===== src/rtl/alu_pkg.sv =====
// Shared definitions for the iterative ALU: function encodings and controller states.
package alu_pkg;

  localparam logic [1:0] FUNC_ADD = 2'b00;
  localparam logic [1:0] FUNC_SUB = 2'b01;
  localparam logic [1:0] FUNC_MUL = 2'b10;
  localparam logic [1:0] FUNC_DIV = 2'b11;

  typedef enum logic [1:0] {
    StIdle,
    StBusy,
    StDone
  } state_e;

endpackage


===== src/rtl/alu_div_step.sv =====
// One restoring-division step: trial-subtract the divisor from the shifted partial remainder.
module alu_div_step #(
  parameter int unsigned WIDTH = 6
) (
  input  logic [WIDTH:0]   part_i,
  input  logic [WIDTH-1:0] divisor_i,
  output logic [WIDTH-1:0] rem_o,
  output logic             q_bit_o
);

  assign q_bit_o = part_i >= {1'b0, divisor_i};
  // A zero divisor always "fits", which yields an all-ones quotient and remainder == dividend.
  assign rem_o   = q_bit_o ? (part_i[WIDTH-1:0] - divisor_i) : part_i[WIDTH-1:0];

endmodule


===== src/rtl/alu_iter.sv =====
// Iterative ALU: single-cycle add/sub, WIDTH-step shift-add multiply and restoring divide.
module alu_iter
  import alu_pkg::*;
#(
  parameter int unsigned WIDTH = 6
) (
  input  logic               clk,
  input  logic               rst_n,
  input  logic               in_valid,
  output logic               in_ready,
  input  logic [WIDTH-1:0]   a,
  input  logic [WIDTH-1:0]   b,
  input  logic [1:0]         func,
  output logic               out_valid,
  input  logic               out_ready,
  output logic [2*WIDTH-1:0] out,
  output logic               ovf,
  output logic               dbz
);

  localparam int unsigned CW = $clog2(WIDTH + 1);
  localparam int unsigned W2 = 2 * WIDTH;

  state_e           state_q, state_d;
  logic [1:0]       func_q, func_d;
  logic [CW-1:0]    cnt_q, cnt_d;
  // acc: mul partial product / div remainder (low half); sh: mul shifted multiplicand / divisor;
  // op: mul multiplier / div dividend shifting out while quotient bits shift in.
  logic [W2-1:0]    acc_q, acc_d;
  logic [W2-1:0]    sh_q, sh_d;
  logic [WIDTH-1:0] op_q, op_d;
  logic [W2-1:0]    out_q, out_d;
  logic             ovf_q, ovf_d;
  logic             dbz_q, dbz_d;

  logic [WIDTH:0]   sum;
  logic [WIDTH:0]   div_part;
  logic [WIDTH-1:0] div_rem;
  logic             div_q;

  assign sum      = {1'b0, a} + {1'b0, b};
  assign div_part = {acc_q[WIDTH-1:0], op_q[WIDTH-1]};

  alu_div_step #(
    .WIDTH(WIDTH)
  ) u_div_step (
    .part_i   (div_part),
    .divisor_i(sh_q[WIDTH-1:0]),
    .rem_o    (div_rem),
    .q_bit_o  (div_q)
  );

  always_comb begin
    state_d = state_q;
    func_d  = func_q;
    cnt_d   = cnt_q;
    acc_d   = acc_q;
    sh_d    = sh_q;
    op_d    = op_q;
    out_d   = out_q;
    ovf_d   = ovf_q;
    dbz_d   = dbz_q;
    unique case (state_q)
      StIdle: begin
        if (in_valid) begin
          func_d = func;
          cnt_d  = '0;
          unique case (func)
            FUNC_ADD: begin
              out_d   = {{WIDTH{1'b0}}, sum[WIDTH-1:0]};
              ovf_d   = sum[WIDTH];
              dbz_d   = 1'b0;
              state_d = StDone;
            end
            FUNC_SUB: begin
              out_d   = {{WIDTH{1'b0}}, a - b};
              ovf_d   = a < b;
              dbz_d   = 1'b0;
              state_d = StDone;
            end
            FUNC_MUL: begin
              acc_d   = '0;
              sh_d    = {{WIDTH{1'b0}}, a};
              op_d    = b;
              state_d = StBusy;
            end
            default: begin
              acc_d   = '0;
              sh_d    = {{WIDTH{1'b0}}, b};
              op_d    = a;
              state_d = StBusy;
            end
          endcase
        end
      end
      StBusy: begin
        cnt_d = cnt_q + CW'(1);
        if (func_q == FUNC_MUL) begin
          acc_d = acc_q + (op_q[0] ? sh_q : '0);
          sh_d  = sh_q << 1;
          op_d  = op_q >> 1;
        end else begin
          acc_d = {{WIDTH{1'b0}}, div_rem};
          op_d  = {op_q[WIDTH-2:0], div_q};
        end
        if (cnt_q == CW'(WIDTH - 1)) begin
          state_d = StDone;
          out_d   = (func_q == FUNC_MUL) ? acc_d : {op_d, div_rem};
          ovf_d   = 1'b0;
          dbz_d   = (func_q == FUNC_DIV) && (sh_q[WIDTH-1:0] == '0);
        end
      end
      StDone: begin
        if (out_ready) state_d = StIdle;
      end
      default: state_d = StIdle;
    endcase
  end

  always_ff @(posedge clk or negedge rst_n) begin
    if (!rst_n) begin
      state_q <= StIdle;
      func_q  <= FUNC_ADD;
      cnt_q   <= '0;
      acc_q   <= '0;
      sh_q    <= '0;
      op_q    <= '0;
      out_q   <= '0;
      ovf_q   <= 1'b0;
      dbz_q   <= 1'b0;
    end else begin
      state_q <= state_d;
      func_q  <= func_d;
      cnt_q   <= cnt_d;
      acc_q   <= acc_d;
      sh_q    <= sh_d;
      op_q    <= op_d;
      out_q   <= out_d;
      ovf_q   <= ovf_d;
      dbz_q   <= dbz_d;
    end
  end

  assign in_ready  = (state_q == StIdle);
  assign out_valid = (state_q == StDone);
  assign out       = out_q;
  assign ovf       = ovf_q;
  assign dbz       = dbz_q;

endmodule


===== config.mk =====
export PLATFORM = sky130hd
export DESIGN_NAME = alu_iter
export DESIGN_NICKNAME = d
export VERILOG_FILES = /design/src/rtl/alu_pkg.sv /design/src/rtl/alu_div_step.sv /design/src/rtl/alu_iter.sv
export SDC_FILE = /design/constraint.sdc
export NUM_CORES = 1
export LEC_CHECK = 0
export CAP_MARGIN = 25
export CORE_MARGIN = 10
export CORE_UTILIZATION = 58
export DETAILED_ROUTE_END_ITERATION = 10
export DONT_BUFFER_PORTS = 1
export PLACE_DENSITY = 0.8
export SYNTH_ARGS = -nofsm -noshare
export SYNTH_HDL_FRONTEND = slang
export SYNTH_SLANG_ARGS = --single-unit

===== constraint.sdc =====
create_clock -name clk -period 3.71 [get_ports clk]
set_clock_uncertainty 0.2 [all_clocks]
set_input_delay 0.371 -clock clk [delete_from_list [all_inputs] [get_ports clk]]
set_output_delay 0.371 -clock clk [all_outputs]
set_load 0.02 [all_outputs]

==> out/summary.txt, run 1 <==
Status = finished, final reports clean
Synth Register Bits = 51
Worst-Skew Late Latency = 0.32 ns
Core area = 6390 µm²
Pwr dens = 794 nW/µm²
Delay-heaviest family, CP = compound AO/OA/AOI/OAI gates
First-pass GRT wire length = 16200 µm
CP max stage cell = dfrtp_1
NumNets Final = 503
Min-delay worst type = input port to flop
Peak Freq = 334 MHz
Largest net degree at the start of global routing = 52
Routed length on met1 = 4290 µm
CTS tree = done
Setup crit end kind = flop
Die width = 101 µm
Antenna violations before repair = 0
Commonest non-fill, non-tap cell in the layout = nand2_1
Asr flop ratio synth = 1.00
Pre-antenna DRT Iters = 7
Switch Pwr = 1.57 mW
FILL cells = 523
Synth Instances = 459
Max FO, Critical Path = 15
Worst path bufs/invs = 0
Combinational Power Share = 0.526
EDFF count, synth = 0
Clk pwr share = 0.130
FP Rows = 29
DRT iter0 DRCs = 232
Root buffer cell = clkbuf_8
GRT Resource Usage Total = 0.194
Clock Sinks = 51
Net Sw Frac = 0.492
Setup TNS = 0 ns
Hpwl dp = 7210 µm
LEAKAGE = 1.89 nW
Via count = 3397
Hold WS = 0.00419 ns
Final Util = 0.628
Tmin final = 3.00 ns
Crit-path cells = and2_1, ha_1, fa_1, a21o_1, a21oi_2, o211ai_2, a41o_1, a22o_1, a221o_1
Final Cell Area = 4010 µm²
Antenna Nets Post-Route = 0
Mapped Nets = 512
Placed inst area = 3860 µm²
Via density = 6.43
Final setup vio count = 0
Max VDD drop = 704 µV
Number of global-route vias before repair = 3218
Slew of the pin with the lowest slew margin = 0.855 ns
Seq/Total Area, Yosys = 0.334
Met2 routed WL = 4640 µm
Final setup margin = 0.712 ns
Placer congestion estimate = 0.992
Top layer in use = met4
Drt wl/cell = 18.7 µm
Max Cap Viol = 0
Slew headroom = 0.430
Most used flip-flop cell after synthesis = dfrtp_1
Reg2Reg Setup Slack = 0.71 ns
# IOs = 34
Num CTS Buffers = 5
Die Span Y = 101 µm
Syn avg cell area = 8.34 µm²
Clock transition at path regs = 0.09 ns
Synth Cell Area = 3830 µm²
# port buffers = 0
Internal power = 1.62 mW
Clock Tree Buf Depth = 2
Power Total = 3.19 mW
# diodes = 0
Finished Layout Cells = 528
Most frequent cells in the layout = 65 x nand2_1, 51 x dfrtp_1, 43 x a21oi_1, 42 x o21ai_0, 31 x ha_1
Placed Instances = 518
Die area = 10200 µm²
Post-placement worst setup slack = 0.739 ns
Kind of critical path = flop to flop
Post-route DRC = 0
Final hold vios = 0
Initial Utilization = 0.599
Post-synthesis cell type count = 54
CP Launch Type = flop
Overflow after GRT = 0
Final Cycle Share = 0.808
Slew Limit Fails = 0
RSZ-0062 raised after global routing = no
Synthesis Warnings = 0
WL final = 9890 µm
Critical path's largest stage delay = 0.54 ns
WP data arrival = 3.00 ns
Critical path data required time = 3.72 ns
Layout area overhead = 4.87%
Layout cells sized above 1 = 0.0554
WL met3 = 754 µm
Sequential power share = 0.344
H-tree depth = 2
## cell type report
class | instances | area, µm² | share of cell area
Clock buffer | 6 | 82.6 | 0.0206
Clock inverter | 2 | 35.0 | 0.00873
Inverter | 24 | 90.1 | 0.0225
Multi-Input combinational cell | 362 | 2360 | 0.589
Sequential cell | 51 | 1280 | 0.318
Tap cell | 77 | 96.3 | 0.0240
Timing Repair Buffer | 6 | 67.6 | 0.0168
## power by group through the flow
stage	sequential, mW	combinational, mW	clock [mW]
after floorplan	0.988	1.32	0
after global placement	1.10	1.59	0
after detailed placement	1.10	1.63	0
after CTS	1.10	1.66	0.415
after global routing	1.14	1.88	0.430
final	1.10	1.68	0.414
## Yosys cell counts (6+ instances only)
master / n / area share
a21o_1: 10 / 0.020
a21oi_1: 43 / 0.056
a22o_1: 10 / 0.023
and2_1: 14 / 0.023
buf_2: 7 / 0.0092
clkbuf_1: 14 / 0.014
dfrtp_1: 51 / 0.33
ha_1: 31 / 0.10
inv_1: 24 / 0.024
nand2_1: 65 / 0.064
nand2b_1: 10 / 0.016
nand3_1: 9 / 0.012
nor2_1: 21 / 0.021
nor2b_1: 10 / 0.016
nor3_1: 9 / 0.012
o21ai_0: 42 / 0.055
xnor2_1: 6 / 0.014
## cells by family after synthesis
kind of cell | share of synthesized area
simple gates | 0.197
compound gates | 0.251
flops | 0.334
buf+inv | 0.0484
fa+ha+maj | 0.122
xor+xnor | 0.0252
mux | 0.0226
## worst reg2reg max path, cell delays in order, from the launching register on
cell and delay, ns:
dfrtp_1 0.54, and2_1 0.21, ha_1 0.20, fa_1 0.41
a21o_1 0.18, a21oi_2 0.23, o211ai_2 0.16, a41o_1 0.26
a22o_1 0.19, a221o_1 0.31
## routing by layer
layer | vias to the layer above | track usage
met3 | 23 | 0.0442
met4 | 0 | 0.0547
li1 | 1615 | -
met1 | 1612 | 0.257
met5 | - | 0
met2 | 147 | 0.310
## sequential cells by signal, indices dropped and copies added (netlist names)
name / count
func_q: 2
dbz: 1
sh_q: 12
ovf: 1
cnt_q: 3
state_q: 2
op_q: 6
out: 12
acc_q: 12
## path summary, 6_finish.rpt
| check | start | to | cells past startpoint |
|---|---|---|---|
| max | op_q[0] | acc_q[10] | 9 |
| min | func[0] | func_q[0] | 1 |
| max reg2reg | op_q[0] | acc_q[10] | 9 |
| min reg2reg | acc_q[6] | acc_q[6] | 2 |
| max in group asynchronous | rst_n | out[6] | 2 |
| min in group asynchronous | rst_n | out[10] | 2 |
## repair_timing
item / 4_1_cts / 5_1_grt
hold buffers: 2 / 0
endpoints found under the hold margin: 51 / 0
gates resized for setup: 0 / 0
setup buffers: 0 / 0
Note: power is estimated with default switching activity, not from simulation.
==> run 2: changes to the inputs <==
==> constraint.sdc (replaced) <==
create_clock -name clk -period 3 [get_ports clk]
set_clock_uncertainty 0.2 [all_clocks]
set_input_delay 0.3 -clock clk [delete_from_list [all_inputs] [get_ports clk]]
set_output_delay 0.3 -clock clk [all_outputs]
set_load 0.02 [all_outputs]
==> out/summary.txt, run 2 (synthesis gave the netlist of run 1 again) <==
Status = finished, final reports clean
Max Cap Viol = 0
Max FO, Critical Path = 5
# IOs = 34
Hold path cells = 2
Initial Utilization = 0.599
Core area = 6390 µm²
Finished Layout Cells = 537
Antenna Nets Post-Route = 0
Setup crit end kind = flop
Hold WS = 0.0468 ns
R2R Path Start = sh_q[0]
Clock Sinks = 51
NumNets Final = 513
Resized Gates After CTS = 0
WP data arrival = 2.84 ns
Tmin final = 2.84 ns
Clock transition at path regs = 0.09 ns
Slew headroom = 0.538
Clock Tree Buf Depth = 2
Global Route met2 Usage = 0.297
Setup TNS = 0 ns
Busiest grt layer = met2
LEAKAGE = 1.93 nW
FP Rows = 29
Post-CTS Hold Buffers = 4
Antenna violations before repair = 0
Reg2Reg Setup Slack = 0.16 ns
Most frequent cells in the layout = 65 x nand2_1, 51 x dfrtp_1, 43 x a21oi_1, 42 x o21ai_0, 31 x ha_1
Met3 Use GR = 0.0463
WL final = 10000 µm
Max VDD drop = 903 µV
Slew of the pin with the lowest slew margin = 0.692 ns
Placed Instances = 526
DRT iter0 DRCs = 268
RR Endpoint = acc_q[10]
Worst hold path endpoint = state_q[1]
Hpwl dp = 7540 µm
Peak Freq = 352 MHz
Reg2reg path depth = 9
Die area = 10200 µm²
First-pass GRT wire length = 16200 µm
Final setup vio count = 0
Layout cells sized above 1 = 0.0696
Post-CTS setup buffers = 0
H-tree depth = 2
Overflow after GRT = 0
Post-route DRC = 0
Min-delay src = out_ready
Critical path data required time = 3.00 ns
CTS tree = done
Pwr dens = 972 nW/µm²
Drt wl/cell = 18.7 µm
Pre-antenna DRT Iters = 5
CP Launch Type = flop
Via count = 3450
RSZ-0062 raised after global routing = no
Via density = 6.42
Die Span Y = 101 µm
Number of global-route vias before repair = 3299
Root buffer cell = clkbuf_8
Routing usage on met1 = 0.259
Min-delay worst type = input port to flop
Final hold vios = 0
Kind of critical path = flop to flop
FILL cells = 524
Final Cycle Share = 0.946
Commonest non-fill, non-tap cell in the layout = nand2_1
Largest net degree at the start of global routing = 52
GRT Resource Usage Total = 0.194
Slew Limit Fails = 0
Layout area overhead = 6.18%
Die width = 101 µm
# port buffers = 0
# diodes = 0
Worst-Skew Late Latency = 0.30 ns
Placer congestion estimate = 1.03
Num CTS Buffers = 5
-- run 2: changes by cell type in the layout (fill, tap and decap cells not counted), sizes merged --
| cell | previous run | this run |
|---|---|---|
| dlygate4sd3 | 1 | 3 |
| bufinv | 1 | 0 |
| buf | 5 | 13 |
-- run 2: area by class of cell --
class                      count  area (µm²)  area share
inverter                      24        90.1      0.0222
clock inverter                 1        5.00     0.00123
timing repair buffer          16         148      0.0363
tap                           77        96.3      0.0237
clock buffer                   6        82.6      0.0203
multi-input combinational    362        2360       0.582
sequential                    51        1280       0.314
-- run 2: worst max-delay path by stage --
stage	startpoint	to	slack [ns]	cells after the start
after floorplan	op_q[0]	acc_q[10]	0.18	10
after global placement	sh_q[0]	acc_q[10]	0.23	9
after detailed placement	sh_q[0]	acc_q[10]	0.19	9
after CTS	sh_q[0]	acc_q[10]	0.18	9
after global routing	sh_q[0]	acc_q[10]	0.06	9
final	sh_q[0]	acc_q[10]	0.16	9
-- run 2: report_power, final --
part           internal, mW  total, mW  switching [mW]
logic                 0.863       2.21            1.35
registers             0.946       1.33           0.387
clock network         0.182      0.404           0.222
-- run 2: metal layers --
metal | part of all wire | routed length, µm
met2 | 0.46 | 4600
met5 | 0 | 0
met3 | 0.073 | 731
met1 | 0.44 | 4450
met4 | 0.026 | 264
-- run 2: worst max-delay path, stage by stage (launching register included) --
cell and delay, ns:
dfrtp_1 0.44, and2_1 0.18, ha_1 0.20, fa_1 0.41, a21o_1 0.18, a21oi_2 0.20, o211ai_2 0.15, a41o_1 0.26
a22o_1 0.20, a221o_1 0.31
-- run 2: metrics by stage --
step           utilization  setup slack (ns)  total power, mW  area (µm²)
2_1_floorplan            -             0.177             2.85        3830
3_3_place_gp         0.613             0.231             3.41        3920
3_5_place_dp         0.613             0.191             3.48        3920
4_1_cts              0.636             0.184             3.91        4060
5_1_grt              0.636            0.0622             4.25        4060
6_report             0.636             0.162             3.95        4060
